`config.mk`:
```
export PLATFORM = sky130hd
export DESIGN_NAME = inst_fetch_queue
export DESIGN_NICKNAME = d
export VERILOG_FILES = /design/src/rtl/inst_fetch_queue.sv
export SDC_FILE = /design/constraint.sdc
export NUM_CORES = 1
export LEC_CHECK = 0
export ABC_AREA = 1
export BUFFER_PORTS_ARGS = -buffer_cell sky130_fd_sc_hd__buf_2
export CAP_MARGIN = 20
export CORE_MARGIN = 2
export CORE_UTILIZATION = 55
export CTS_BUF_LIST = sky130_fd_sc_hd__clkbuf_4
export CTS_CLUSTER_SIZE = 14
export DETAILED_ROUTE_END_ITERATION = 7
export GPL_TIMING_DRIVEN = 0
export PLACE_DENSITY_LB_ADDON = 0.12
export RECOVER_POWER = 25
export REMOVE_ABC_BUFFERS = 1
export SYNTH_ARGS = -nofsm -noshare
export SYNTH_HDL_FRONTEND = slang
export SYNTH_SLANG_ARGS = --single-unit
```
`constraint.sdc`:
```
create_clock -name Sys_clk -period 17.05 [get_ports Sys_clk]
set_input_delay 0.8525 -clock Sys_clk [delete_from_list [all_inputs] [get_ports Sys_clk]]
set_output_delay 0.8525 -clock Sys_clk [all_outputs]
set_load 0.03 [all_outputs]
```
`src/rtl/inst_fetch_queue.sv`:
```
// -----------------------------------------------------------------------------
// inst_fetch_queue
//
// Purpose
//   Fetches instructions from the ICache ahead of the decoder and keeps them in
//   an IQ_DEPTH-entry FIFO of {pc, inst, predict}. The decoder can then pop one
//   instruction per cycle without waiting on the ICache. The fetch pc is
//   redirected at fetch time for jal and predicted branches. A jalr stalls
//   fetch until the RoB supplies the target. A mispredict flushes the queue and
//   drops the ICache response that is still in flight. Predictor queries and
//   branch-resolution feedback are also generated here.
//
// Ports
//   Sys_clk, Sys_rst       clock, synchronous active-high reset
//   Sys_rdy                global enable; when 0 every register holds and
//                          no ICache request is issued
//   IFIC_en / IFIC_addr    ICache request (combinational) and address (= fpc)
//   ICIF_en / ICIF_data    ICache response valid / instruction
//   IFPD_predict_en/_pc    predictor query for a branch being pushed
//   PDIF_predict_result    same-cycle prediction (1 = taken)
//   IFPD_feedback_*        registered copy of the RoB branch resolution
//   IFDC_*                 queue head towards the decoder
//   DCIF_ask_IF            decoder pops the head this cycle
//   RoBIF_*                jalr target, branch resolution, redirect target
//   IF_count               number of occupied queue entries
//   dbg_state              current FSM state (FETCH=0, WAIT_IC=1, WAIT_JALR=2)
//
// Handshakes
//   Decoder side: an entry moves when IFDC_en and DCIF_ask_IF are both high in
//   the same cycle. DCIF_ask_IF has no effect while the queue is empty.
//   ICache side: IFIC_en is a one-cycle request. The ICache answers later with
//   a one-cycle ICIF_en. At most one request is outstanding at any time.
// -----------------------------------------------------------------------------
module inst_fetch_queue #(
    parameter int                    ADDR_WIDTH   = 32,
    parameter int                    IQ_DEPTH_LOG = 3,
    parameter logic [ADDR_WIDTH-1:0] RESET_PC     = '0
) (
    input  logic                    Sys_clk,
    input  logic                    Sys_rst,
    input  logic                    Sys_rdy,
    output logic                    IFIC_en,
    output logic [ADDR_WIDTH-1:0]   IFIC_addr,
    input  logic                    ICIF_en,
    input  logic [31:0]             ICIF_data,
    output logic                    IFPD_predict_en,
    output logic [ADDR_WIDTH-1:0]   IFPD_pc,
    input  logic                    PDIF_predict_result,
    output logic                    IFPD_feedback_en,
    output logic [ADDR_WIDTH-1:0]   IFPD_feedback_pc,
    output logic                    IFPD_branch_result,
    output logic                    IFDC_en,
    output logic [ADDR_WIDTH-1:0]   IFDC_pc,
    output logic [31:0]             IFDC_inst,
    output logic                    IFDC_predict_result,
    input  logic                    DCIF_ask_IF,
    input  logic                    RoBIF_jalr_en,
    input  logic                    RoBIF_branch_en,
    input  logic                    RoBIF_pre_judge,
    input  logic                    RoBIF_branch_result,
    input  logic [ADDR_WIDTH-1:0]   RoBIF_branch_pc,
    input  logic [ADDR_WIDTH-1:0]   RoBIF_next_pc,
    output logic [IQ_DEPTH_LOG:0]   IF_count,
    output logic [1:0]              dbg_state
);

    localparam int IQ_DEPTH = 1 << IQ_DEPTH_LOG;
    localparam logic [IQ_DEPTH_LOG:0] FULL_COUNT = (IQ_DEPTH_LOG + 1)'(IQ_DEPTH);

    localparam logic [6:0] OP_JAL    = 7'b1101111;
    localparam logic [6:0] OP_BRANCH = 7'b1100011;
    localparam logic [6:0] OP_JALR   = 7'b1100111;

    typedef enum logic [1:0] {
        FETCH     = 2'd0,
        WAIT_IC   = 2'd1,
        WAIT_JALR = 2'd2
    } state_t;

    // ------------------------------------------------------------------
    // State
    // ------------------------------------------------------------------
    state_t                   state, state_n;
    logic [ADDR_WIDTH-1:0]    fpc, fpc_n;
    logic                     stale, stale_n;
    logic [IQ_DEPTH_LOG-1:0]  head, tail;
    logic [IQ_DEPTH_LOG:0]    count, count_n;
    logic                     fb_en;
    logic [ADDR_WIDTH-1:0]    fb_pc;
    logic                     fb_result;

    logic [ADDR_WIDTH-1:0]    q_pc   [IQ_DEPTH];
    logic [31:0]              q_inst [IQ_DEPTH];
    logic                     q_pred [IQ_DEPTH];

    // ------------------------------------------------------------------
    // Decode of the incoming response
    // ------------------------------------------------------------------
    logic                  mispredict;
    logic                  ic_req;
    logic                  resp_live;
    logic                  is_branch;
    logic                  entry_pred;
    logic                  push;
    logic                  pop;
    logic                  head_valid;
    logic [6:0]            opcode;
    logic [ADDR_WIDTH-1:0] imm_j;
    logic [ADDR_WIDTH-1:0] imm_b;
    logic [ADDR_WIDTH-1:0] fpc_plus4;

    assign mispredict = RoBIF_branch_en & ~RoBIF_pre_judge;
    assign head_valid = (count != '0);
    assign opcode     = ICIF_data[6:0];

    // Immediates are sign-extended across the whole pc width. The pc sums
    // below then wrap modulo 2^ADDR_WIDTH.
    assign imm_j = {{(ADDR_WIDTH-20){ICIF_data[31]}}, ICIF_data[19:12], ICIF_data[20],
                    ICIF_data[30:21], 1'b0};
    assign imm_b = {{(ADDR_WIDTH-12){ICIF_data[31]}}, ICIF_data[7], ICIF_data[30:25],
                    ICIF_data[11:8], 1'b0};
    assign fpc_plus4 = fpc + ADDR_WIDTH'(4);

    // Only issue a request when the queue has room for the answer. This
    // guarantees that a push can never hit a full queue.
    assign ic_req = Sys_rdy & ~Sys_rst & (state == FETCH) & (count != FULL_COUNT) & ~mispredict;

    // A response is live only when the FSM is waiting for it. A response
    // that belongs to a flushed request (stale) is consumed but not pushed.
    assign resp_live  = Sys_rdy & ~Sys_rst & (state == WAIT_IC) & ICIF_en & ~stale;
    assign is_branch  = resp_live & (opcode == OP_BRANCH);
    assign entry_pred = is_branch & PDIF_predict_result;

    assign push = resp_live & ~mispredict;
    assign pop  = Sys_rdy & DCIF_ask_IF & head_valid & ~mispredict;

    always_comb begin
        count_n = count;
        case ({push, pop})
            2'b10:   count_n = count + 1'b1;
            2'b01:   count_n = count - 1'b1;
            default: count_n = count;
        endcase
    end

    // ------------------------------------------------------------------
    // Next-state logic
    // ------------------------------------------------------------------
    always_comb begin
        state_n = state;
        fpc_n   = fpc;
        stale_n = stale;
        if (mispredict) begin
            fpc_n = RoBIF_next_pc;
            if (state == WAIT_IC && !ICIF_en) begin
                // The outstanding answer will still arrive. Mark it so it
                // gets dropped instead of pushed.
                state_n = WAIT_IC;
                stale_n = 1'b1;
            end else begin
                state_n = FETCH;
                stale_n = 1'b0;
            end
        end else begin
            case (state)
                FETCH: begin
                    if (ic_req) begin
                        state_n = WAIT_IC;
                    end
                end
                WAIT_IC: begin
                    if (ICIF_en) begin
                        state_n = FETCH;
                        if (stale) begin
                            // fpc was already redirected by the mispredict.
                            stale_n = 1'b0;
                        end else begin
                            case (opcode)
                                OP_JAL:    fpc_n = fpc + imm_j;
                                OP_BRANCH: fpc_n = PDIF_predict_result ? (fpc + imm_b) : fpc_plus4;
                                OP_JALR:   state_n = WAIT_JALR;
                                default:   fpc_n = fpc_plus4;
                            endcase
                        end
                    end
                end
                WAIT_JALR: begin
                    if (RoBIF_jalr_en) begin
                        fpc_n   = RoBIF_next_pc;
                        state_n = FETCH;
                    end
                end
                default: begin
                    state_n = FETCH;
                end
            endcase
        end
    end

    // ------------------------------------------------------------------
    // Registers
    // ------------------------------------------------------------------
    always_ff @(posedge Sys_clk) begin
        if (Sys_rst) begin
            state     <= FETCH;
            fpc       <= RESET_PC;
            stale     <= 1'b0;
            head      <= '0;
            tail      <= '0;
            count     <= '0;
            fb_en     <= 1'b0;
            fb_pc     <= '0;
            fb_result <= 1'b0;
        end else if (Sys_rdy) begin
            state     <= state_n;
            fpc       <= fpc_n;
            stale     <= stale_n;
            fb_en     <= RoBIF_branch_en;
            fb_pc     <= RoBIF_branch_pc;
            fb_result <= RoBIF_branch_result;
            if (mispredict) begin
                head  <= '0;
                tail  <= '0;
                count <= '0;
            end else begin
                if (push) begin
                    tail <= tail + 1'b1;
                end
                if (pop) begin
                    head <= head + 1'b1;
                end
                count <= count_n;
            end
        end
    end

    // The queue payload is not reset. The head outputs are masked while the
    // queue is empty.
    always_ff @(posedge Sys_clk) begin
        if (push) begin
            q_pc[tail]   <= fpc;
            q_inst[tail] <= ICIF_data;
            q_pred[tail] <= entry_pred;
        end
    end

    // ------------------------------------------------------------------
    // Outputs
    // ------------------------------------------------------------------
    assign IFIC_en             = ic_req;
    assign IFIC_addr           = fpc;
    assign IFPD_predict_en     = is_branch;
    assign IFPD_pc             = fpc;
    assign IFPD_feedback_en    = fb_en;
    assign IFPD_feedback_pc    = fb_pc;
    assign IFPD_branch_result  = fb_result;
    assign IFDC_en             = head_valid;
    assign IFDC_pc             = head_valid ? q_pc[head]   : '0;
    assign IFDC_inst           = head_valid ? q_inst[head] : '0;
    assign IFDC_predict_result = head_valid ? q_pred[head] : 1'b0;
    assign IF_count            = count;
    assign dbg_state           = state;

endmodule
```
# Yosys cells after proc, flatten, opt, wreduce, memory -nomap -nowiden
# Memory sizes are Yosys's and may differ from the RTL's. A register that Yosys moved wholly into a read port is not among the register bits.
# Cells that the tools add are included.
# W data, S select, Z words.
# totals
input_bits	106
output_inout_bits	172
word_cells	102
regBits	79
ramBits	520
n_memories	3
# op_classes
eq_ne	13
n_reduce_logical	16
add_sub_neg	7
n_mux	36
bitwise_logic	18
# memory_table
name	depth	width	rd	rd_clocked_by_memory_dff	wr	line_no	text
q_inst	8	32	1	1	1	93	logic [31:0] q_inst [IQ_DEPTH];
q_pc	8	32	1	1	1	92	logic [ADDR_WIDTH-1:0] q_pc [IQ_DEPTH];
q_pred	8	1	1	1	1	94	logic q_pred [IQ_DEPTH];
# ops
op	count
$mux W32	7
$pmux W32 S3	1
$add A32 B32 Y32	2
$pmux W32 S2	1
$add A32 B3 Y32 const B	1
$mux W3	10
$eq A7 B7 Y1 const B	3
$ne A3 B3 Y1 const B	5
$and A1 B1 Y1	14
$mux W2	6
$mux W1	8
$pmux W4 S2	1
$reduce_bool A2 Y1	4
$add A3 B1 Y3 const B	2
$pmux W2 S3	1
$reduce_and A2 Y1	3
$reduce_and A6 Y1	1
$reduce_bool A3 Y1	2
$add A4 B1 Y4 const B	1
$eq A2 B1 Y1 const B	2
$eq A2 B2 Y1 const B	2
$mux W4	1
$ne A4 B4 Y1 const B	1
$not A1 Y1	4
7 further kinds	7

# Longest topological paths before layout
# Gate-level depths: netlist of the first run.
# logic_depth
word_depth	9
mapped_depth	17
ltp_nobuf	16

# Least setup slack after synthesis of the first run
# OpenSTA, ideal clock, no wires.
# synth_path
kind	input-to-reg
start	input port Sys_rst
end	memory q_inst[3][0] (enable)
required_ns	16.482
cell_stages	8
setup_time_ns	0.568
t_arrival_ns	6.116
slack_ns	10.366
path_buffers	1
path_cell_list	clkbuf_1 nor2_1 inv_1 nor4_2 inv_2 nor2_2 nand2_1 nor3_1
# synth_between
elab_chain_cells	8
# synth_rtl
item	line_no	text
from (decl)	40	input logic Sys_rst,
$not A1 Y1	130	assign resp_live = Sys_rdy & ~Sys_rst & (state == WAIT_IC) & ICIF_en & ~stale;
$and A1 B1 Y1 (4 in a row)	130	
$and A1 B1 Y1	134	assign push = resp_live & ~mispredict;
$mux W1	240	if (push) begin
$mux W1 (implied by the code)	242	q_inst[tail] <= ICIF_data;
to (decl)	93	
# No other way between the ends.

==> impl_metrics.py, run 1 <==
metrics = {
    "clocking": {
        "cts_tree": "yes",
        "clock_latency_ns": 0.95,
        "cts.clk_slew.worst_paths_ns": 0.06,
        "postCtsResizedCells": 0,
        "clock_path_buffers": 3,
        "cts_made_buffers": 151,
        "postCtsSetupBuffers": 0,
        "root_buffer": "clkbuf_4",
        "clock-sinks": 602,
        "cts_hold_buf": 33,
        "h-tree-depth": 4,
    },
    "setup_path": {
        "crit_buf_inv": 5,
        "slowest_stage": "dfxtp_4",
        "critPathKind": "flop to output port",
        "end_kind": "output port",
        "startpoint_type": "flop",
        "crit_path_max_incr_delay_ns": 0.54,
        "crit_family": "buffers and inverters",
        "reg2reg_from": "dbg_state[0]$_SDFFE_PP0P_",
        "crit_arrival_ns": 4.08,
        "crit_top_cell": "buf_16",
        "r2r_slack_ns": 13.61,
        "crit_path_cell_trace": "buf_16 > buf_16 > inv_8 > buf_16 > o21ai_0 > o22ai_1 > o21ai_0 > a31oi_1 > buf_2",
        "path_max_fanout": 137,
        "crit_required_ns": 16.20,
    },
    "synth": {
        "postSynthCellCount": 3083,
        "synth_most_common_cell": "nor2_1",
        "synth.distinct_cells": 58,
        "syn_avg_cell_area_um2": 9.451,
        "synth_top_area_cell": "edfxtp_1",
        "ys_seq_area_share_pct": 59.22,
        "async_flop_share_pct": 0,
        "yosys-top-cells-area": "edfxtp_1, nor2_1, nand2_1, o21ai_0, dfxtp_1",
        "synth_edf_count": 520,
        "synth_flop_cell": "edfxtp_1",
        "synth_seq_cells": 602,
        "ys_warn_count": 0,
        "synth_common_cells": "nor2_1, edfxtp_1, nand2_1",
        "synth_top_area_share_pct": 53.59,
        "syn-cell-area_um2": 29140,
    },
    "outcome": {
        "violations": "max-capacitance violations, max-slew violations",
        "status": "finished, violations left",
    },
    "die": {
        "die_h_um": 234.2,
        "core_area_um2": 52450,
        "die-area_um2": 54840,
        "start_util_pct": 55.56,
        "fp.dieW_um": 234.2,
        "io_pins": 278,
        "placementRows": 84,
    },
    "global_routing": {
        "antenna_found_initial": 6,
        "overflow": 0,
        "grt_start_max_net_pins": 138,
        "grt_use_met3_pct": 6.627,
        "grt_use_met1_pct": 42.40,
        "grtUsageMet2_pct": 51.08,
        "top_usage_layer": "met2",
        "grt_pass1_wl_um": 129500,
        "first_global_vias": 22805,
        "gr-usage-all-layers_pct": 31.71,
    },
    "timing": {
        "fin_skew_ns": 0.05555,
        "setup_viol": 0,
        "period_minus_slack_ns": 4.937,
        "setup_slack_ns": 12.11,
        "period_share_pct": 28.95,
        "setup-tns-final_ns": 0,
        "fmax_ghz": 0.2026,
        "slew_violations": 65,
        "rsz0062_at_grt": "false",
        "hold_ws_ns": 0.2034,
        "relSlewSlack_pct": -64.50,
        "hold_viol": 0,
        "worst_pin_slew_ns": 2.468,
    },
    "route": {
        "ant_nets": 0,
        "dr.pass1.iters": 6,
        "drt-vias-per-instance": 5.732,
        "num_vias": 24084,
        "routedWlPerCell_um": 20.63,
        "drt_iter0_drc": 2075,
        "drc": 0,
        "wl_um": 86690,
    },
    "layout": {
        "final_cell_area_um2": 33610,
        "drive_gt1_share_pct": 17.54,
        "fill_cells": 4312,
        "nNetsFinal": 3567,
        "areaGrowthSynthToFinish_pct": 15.36,
    },
    "hold_path": {
        "hold_start": "RoBIF_next_pc[0]",
        "hp-class": "input port to flop",
    },
    "pwr": {
        "leakage_nw": 13.47,
        "fin_total_pwr_mw": 3.161,
        "ir_drop_mv": 0.06840,
        "p_per_area_nw_per_um2": 94.05,
    },
    "placement": {
        "routabilityCongestion": 0.9671,
        "hpwl_um": 57550,
        "detailed_place.area_um2": 31420,
        "port_buffers": 277,
        "pre_cts_ws_ns": 12.10,
    },
    "job": {
        "maxCapViolations": 2,
    },
}
## state kept, by name (all words and copies together), names as in the netlist, named ones only
register,count
IFPD_feedback_en,1
q_inst,256
IF_count,4
IFIC_addr,32
tail,3
stale,1
head,3
IFPD_branch_result,1
q_pred,8
IFPD_feedback_pc,32
dbg_state,2
q_pc,256
## report_power, final
group	leakage [nW]	total, mW	switching, mW	internal, mW
Sequential	5.41	1.66	0.0392	1.62
Clock	1.10	1.18	0.553	0.628
Combinational	6.96	0.323	0.226	0.0972
## worst register-to-register path: stages (launching register included)
cell      delay (ns)
dfxtp_1         0.36
inv_2           0.10
nand2_1         0.08
nand2_1         0.55
inv_2           0.47
buf_12          0.30
o21ai_0         0.15
nand3_2         0.49
inv_2           0.46
o211ai_1        0.16
a21oi_1         0.17
## cells by family (layout without fill, tap and decap cells)
logic type	Yosys count	after routing	synth area share (%)
adders and majority gates	52	52	2.310
DFF	602	602	59.22
and+or+nand+nor	1337	1337	19.24
xor gates and xnor gates	23	23	0.6914
AOI/OAI and AO/OA	674	674	12.76
buffers and inverters	395	819	5.780
other	0	7	0
## cell usage in the layout (no fill, tap or decap), types with 4 or more instances in the layout
cell type	instances
diode_2	7
nand3_2	10
clkinv_1	22
buf_16	16
buf_6	14
buf_8	4
nor2_2	12
clkbuf_4	218
a21oi_2	11
buf_12	10
nand4_1	22
nand3b_1	7
a31oi_1	68
nor2_1	607
o21ai_1	42
inv_2	19
o211ai_1	11
o22ai_1	65
clkbuf_1	33
buf_2	244
xnor2_1	8
o31ai_1	4
nand3_1	131
nor2_4	11
o21ai_0	353
dlygate4sd3_1	33
edfxtp_1	520
nand2_1	482
a21oi_1	91
o221ai_1	4
o21bai_1	8
inv_1	193
ha_1	49
dfxtp_1	80
nor3_1	17
xor2_1	15
nand2_2	12
nor3_2	4
## layer usage
metal | part of all wire [%] | wire [um]
met1 | 41 | 35930
met2 | 48 | 41620
met3 | 8.5 | 7397
met4 | 2.0 | 1746
met5 | 0 | 0
## path summary, 6_finish.rpt
| check | to | cells past startpoint |
|---|---|---|
| worst max-delay path | IFDC_pc[28] | 9 |
| worst max register to register | IFIC_addr[5]$_SDFFE_PP0P_ | 10 |
| worst min-delay path | IFIC_addr[0]$_SDFFE_PP0P_ | 3 |
| worst min register to register | flop | 1 |
## cell type report
type                    count  area (um^2)  area share [%]
repair buffers            355         2541           7.560
well taps                 688        860.8           2.561
inverters                 213        819.5           2.438
diodes                      7        17.52         0.05211
clock inverters            33        224.0          0.6663
multi-input cells        2086        10250           30.49
flip-flops and latches    602        17260           51.36
clock buffers             218         1637           4.869
## through the flow
step	instances	util, %
floorplan	2901	-
global placement	3866	58.16
detailed placement	3910	59.91
CTS	4194	64.09
global route	4200	64.08
finish	4202	64.09
Note: power is estimated with default switching activity, not from simulation.
==> run 2: changes to the inputs <==
--- a/config.mk
+++ b/config.mk
@@ -5,7 +5,7 @@
 export SDC_FILE = /design/constraint.sdc
 export NUM_CORES = 1
 export LEC_CHECK = 0
-export ABC_AREA = 1
+export ABC_AREA = 0
 export BUFFER_PORTS_ARGS = -buffer_cell sky130_fd_sc_hd__buf_2
 export CAP_MARGIN = 20
 export CORE_MARGIN = 2
==> constraint.sdc (replaced) <==
create_clock -name Sys_clk -period 5 [get_ports Sys_clk]
set_input_delay 0.25 -clock Sys_clk [delete_from_list [all_inputs] [get_ports Sys_clk]]
set_output_delay 0.25 -clock Sys_clk [all_outputs]
set_load 0.03 [all_outputs]
==> run 2 against run 1 <==
  * Clock skew shrank 0.014 ns
  * Setup slack lost 11 ns
  * Sequential power grew to 3.4 times the previous value
  * Die area shrank 5.2%
  * Combinational power grew to 2.8 times the previous value
  * Cell count shrank 23%
  * Hold slack lost 0.087 ns
  * The run still ends with max-capacitance violations, max-slew violations left
  * Highest routed layer is now met5
  * Largest cell class unchanged
  * Total power grew to 3.4 times the previous value
  * Critical path type is now input port to flop
  * Final area grew 1.5%
  * Critical endpoint is now IFIC_addr[28]$_SDFFE_PP0P_
  * First-iteration DRC count shrank 35%
  * Core utilization grew 4.3 points
  * Count of clock-buffer cells in the layout grew 8
  * Largest power group unchanged
==> impl_metrics.py, run 2 <==
metrics = {
    "outcome": {
        "status": "finished, violations left",
        "violations": "max-capacitance violations, max-slew violations",
    },
    "setup_path": {
        "r2r_slack_ns": 0.89,
        "crit_required_ns": 5.93,
        "crit_arrival_ns": 5.20,
        "critPathKind": "input port to flop",
        "crit_family": "buffers and inverters",
        "path_max_fanout": 28,
        "crit_top_cell": "dlygate4sd3_1",
        "end_kind": "flop",
        "crit_buf_inv": 3,
        "startpoint_type": "input port",
        "crit_path_cell_trace": "dlygate4sd3_1 > clkbuf_1 > ha_1 > a211oi_2 > nor2_1 > a2111oi_0 > o211ai_1 > nand3b_1 > mux2i_1 > nand2_1 > a221oi_1 > dlygate4sd3_1",
        "crit_path_max_incr_delay_ns": 1.19,
        "slowest_stage": "clkbuf_1",
    },
    "die": {
        "die-area_um2": 52010,
        "io_pins": 278,
        "fp.dieW_um": 228.1,
        "die_h_um": 228.1,
        "start_util_pct": 55.37,
        "core_area_um2": 49860,
        "placementRows": 82,
    },
    "pwr": {
        "ir_drop_mv": 0.2532,
        "p_per_area_nw_per_um2": 311.9,
        "leakage_nw": 12.32,
    },
    "clocking": {
        "clock_latency_ns": 0.99,
        "cts_tree": "yes",
        "postCtsResizedCells": 0,
        "h-tree-depth": 4,
        "cts_made_buffers": 152,
        "postCtsSetupBuffers": 0,
        "clock_path_buffers": 3,
        "root_buffer": "clkbuf_4",
        "cts_hold_buf": 221,
        "clock-sinks": 602,
        "cts.clk_slew.worst_paths_ns": 0.07,
    },
    "route": {
        "dr.pass1.iters": 5,
        "drt-vias-per-instance": 5.918,
        "wl_um": 73270,
        "num_vias": 19085,
        "routedWlPerCell_um": 22.72,
        "drc": 0,
        "drt_iter0_drc": 1351,
        "ant_nets": 0,
    },
    "synth": {
        "synth-compound-area-share_pct": 8.152,
        "synthMuxAreaShare_pct": 14.79,
        "synth_top_area_cell": "edfxtp_1",
        "synth.distinct_cells": 91,
        "syn_avg_cell_area_um2": 14.71,
        "synth_top_area_share_pct": 56.56,
        "synth_common_cells": "edfxtp_1, nor2_1, mux4_2",
        "synth-xor-area-share_pct": 1.491,
        "synth_flop_cell": "edfxtp_1",
        "ys_warn_count": 0,
        "synthSimpleGateAreaFrac_pct": 7.772,
        "synth_seq_cells": 602,
        "synth_most_common_cell": "edfxtp_1",
        "yosys-top-cells-area": "edfxtp_1, mux4_2, dfxtp_1, mux2i_1, nor2_1",
        "synth_fa_ha_area_share_pct": 2.438,
        "synth_edf_count": 520,
        "syn-cell-area_um2": 27610,
        "async_flop_share_pct": 0,
        "ys_seq_area_share_pct": 62.50,
        "postSynthCellCount": 1877,
        "synth_top_family_by_area": "multiplexers",
    },
    "layout": {
        "final_cell_area_um2": 34110,
        "largestRegisters": "q_inst: 256 flops, q_pc: 256 flops",
        "nNetsFinal": 2599,
        "final_common_cell": "edfxtp_1",
        "drive_gt1_share_pct": 28.21,
        "areaGrowthSynthToFinish_pct": 23.56,
        "final_cell_mix": "edfxtp_1, buf_2, clkbuf_4, dlygate4sd3_1, nor2_1",
    },
    "placement": {
        "hpwl_um": 44880,
        "pre_cts_ws_ns": 0.9348,
        "routabilityCongestion": 0.9022,
        "port_buffers": 277,
        "detailed_place.area_um2": 29970,
    },
    "timing": {
        "setup_viol": 0,
        "setup-tns-final_ns": 0,
        "slew_violations": 29,
        "rsz0062_at_grt": "false",
        "hold_viol": 0,
        "period_minus_slack_ns": 4.269,
        "worst_pin_slew_ns": 1.673,
        "period_share_pct": 85.37,
        "relSlewSlack_pct": -11.52,
        "hold_ws_ns": 0.1169,
        "fmax_ghz": 0.2343,
        "setup_slack_ns": 0.7315,
        "fin_skew_ns": 0.04157,
    },
    "global_routing": {
        "top_usage_layer": "met2",
        "antenna_found_initial": 5,
        "first_global_vias": 19782,
        "grt_use_met1_pct": 37.57,
        "grt_pass1_wl_um": 112400,
        "grt_start_max_net_pins": 71,
        "grt_use_met3_pct": 5.962,
        "gr-usage-all-layers_pct": 28.48,
        "grtUsageMet2_pct": 47.71,
        "overflow": 0,
    },
    "job": {
        "maxCapViolations": 1,
    },
    "hold_path": {
        "hp-class": "input port to flop",
    },
}
run 2: per-stage QoR:
| stage | power [mW] | utilization, % | instances |
|---|---|---|---|
| detailed placement | 6.412 | 60.10 | 2737 |
| floorplan | 6.117 | - | 1741 |
| finish | 10.64 | 68.42 | 3225 |
| global placement | 6.396 | 58.42 | 2690 |
| global route | 11.07 | 68.42 | 3225 |
| CTS | 10.71 | 68.42 | 3220 |
run 2: path summary, 6_finish.rpt:
kind | start | end | depth (start not counted)
setup / recovery | ICIF_data[31] | IFIC_addr[28]$_SDFFE_PP0P_ | 12
hold / removal | Sys_rdy | tail[0]$_SDFFE_PP0P_ | 4
setup reg to reg | IFIC_addr[9]$_SDFFE_PP0P_ | IFIC_addr[28]$_SDFFE_PP0P_ | 10
hold reg to reg | tail[0]$_SDFFE_PP0P_ | tail[0]$_SDFFE_PP0P_ | 2
run 2: area by class of cell:
type	count	area, um^2
clock inverter	36	239.0
fill	3584	15750
antenna	4	10.01
multi-input combinational	1117	9642
inverter	22	82.58
tap	672	840.8
timing repair buffer	546	4335
sequential	602	17270
clock buffer	226	1697
run 2: cell families (layout without fill, tap and decap cells):
group           after synthesis  in the layout
flops                       602            602
compound gates              324            324
other cells                   0              4
fa+ha+maj                    52             52
simple gates                449            449
xor+xnor                     47             47
buf+inv                     158            830
mux                         245            245
run 2: worst min-delay path, delay by kind of cell:
kind,cells,cell delay (ns)
AND/OR/NAND/NOR,2,0.35
AO/OA/AOI/OAI,1,0.13
buffers and inverters,1,0.33
run 2: where the power goes:
group	total (mW)	leakage, nW	internal, mW	switching [mW]
clock network	4.16	1.15	2.22	1.95
logic	0.911	5.86	0.379	0.531
registers	5.57	5.31	5.48	0.0835
run 2: per-layer routing:
metal | part of all wire (%) | up-vias | routed length, um
met5 | 0.037 | - | 27
met4 | 1.7 | 4 | 1265
met3 | 6.2 | 100 | 4544
met2 | 50 | 696 | 36510
met1 | 42 | 9676 | 30920
li1 | - | 8609 | -
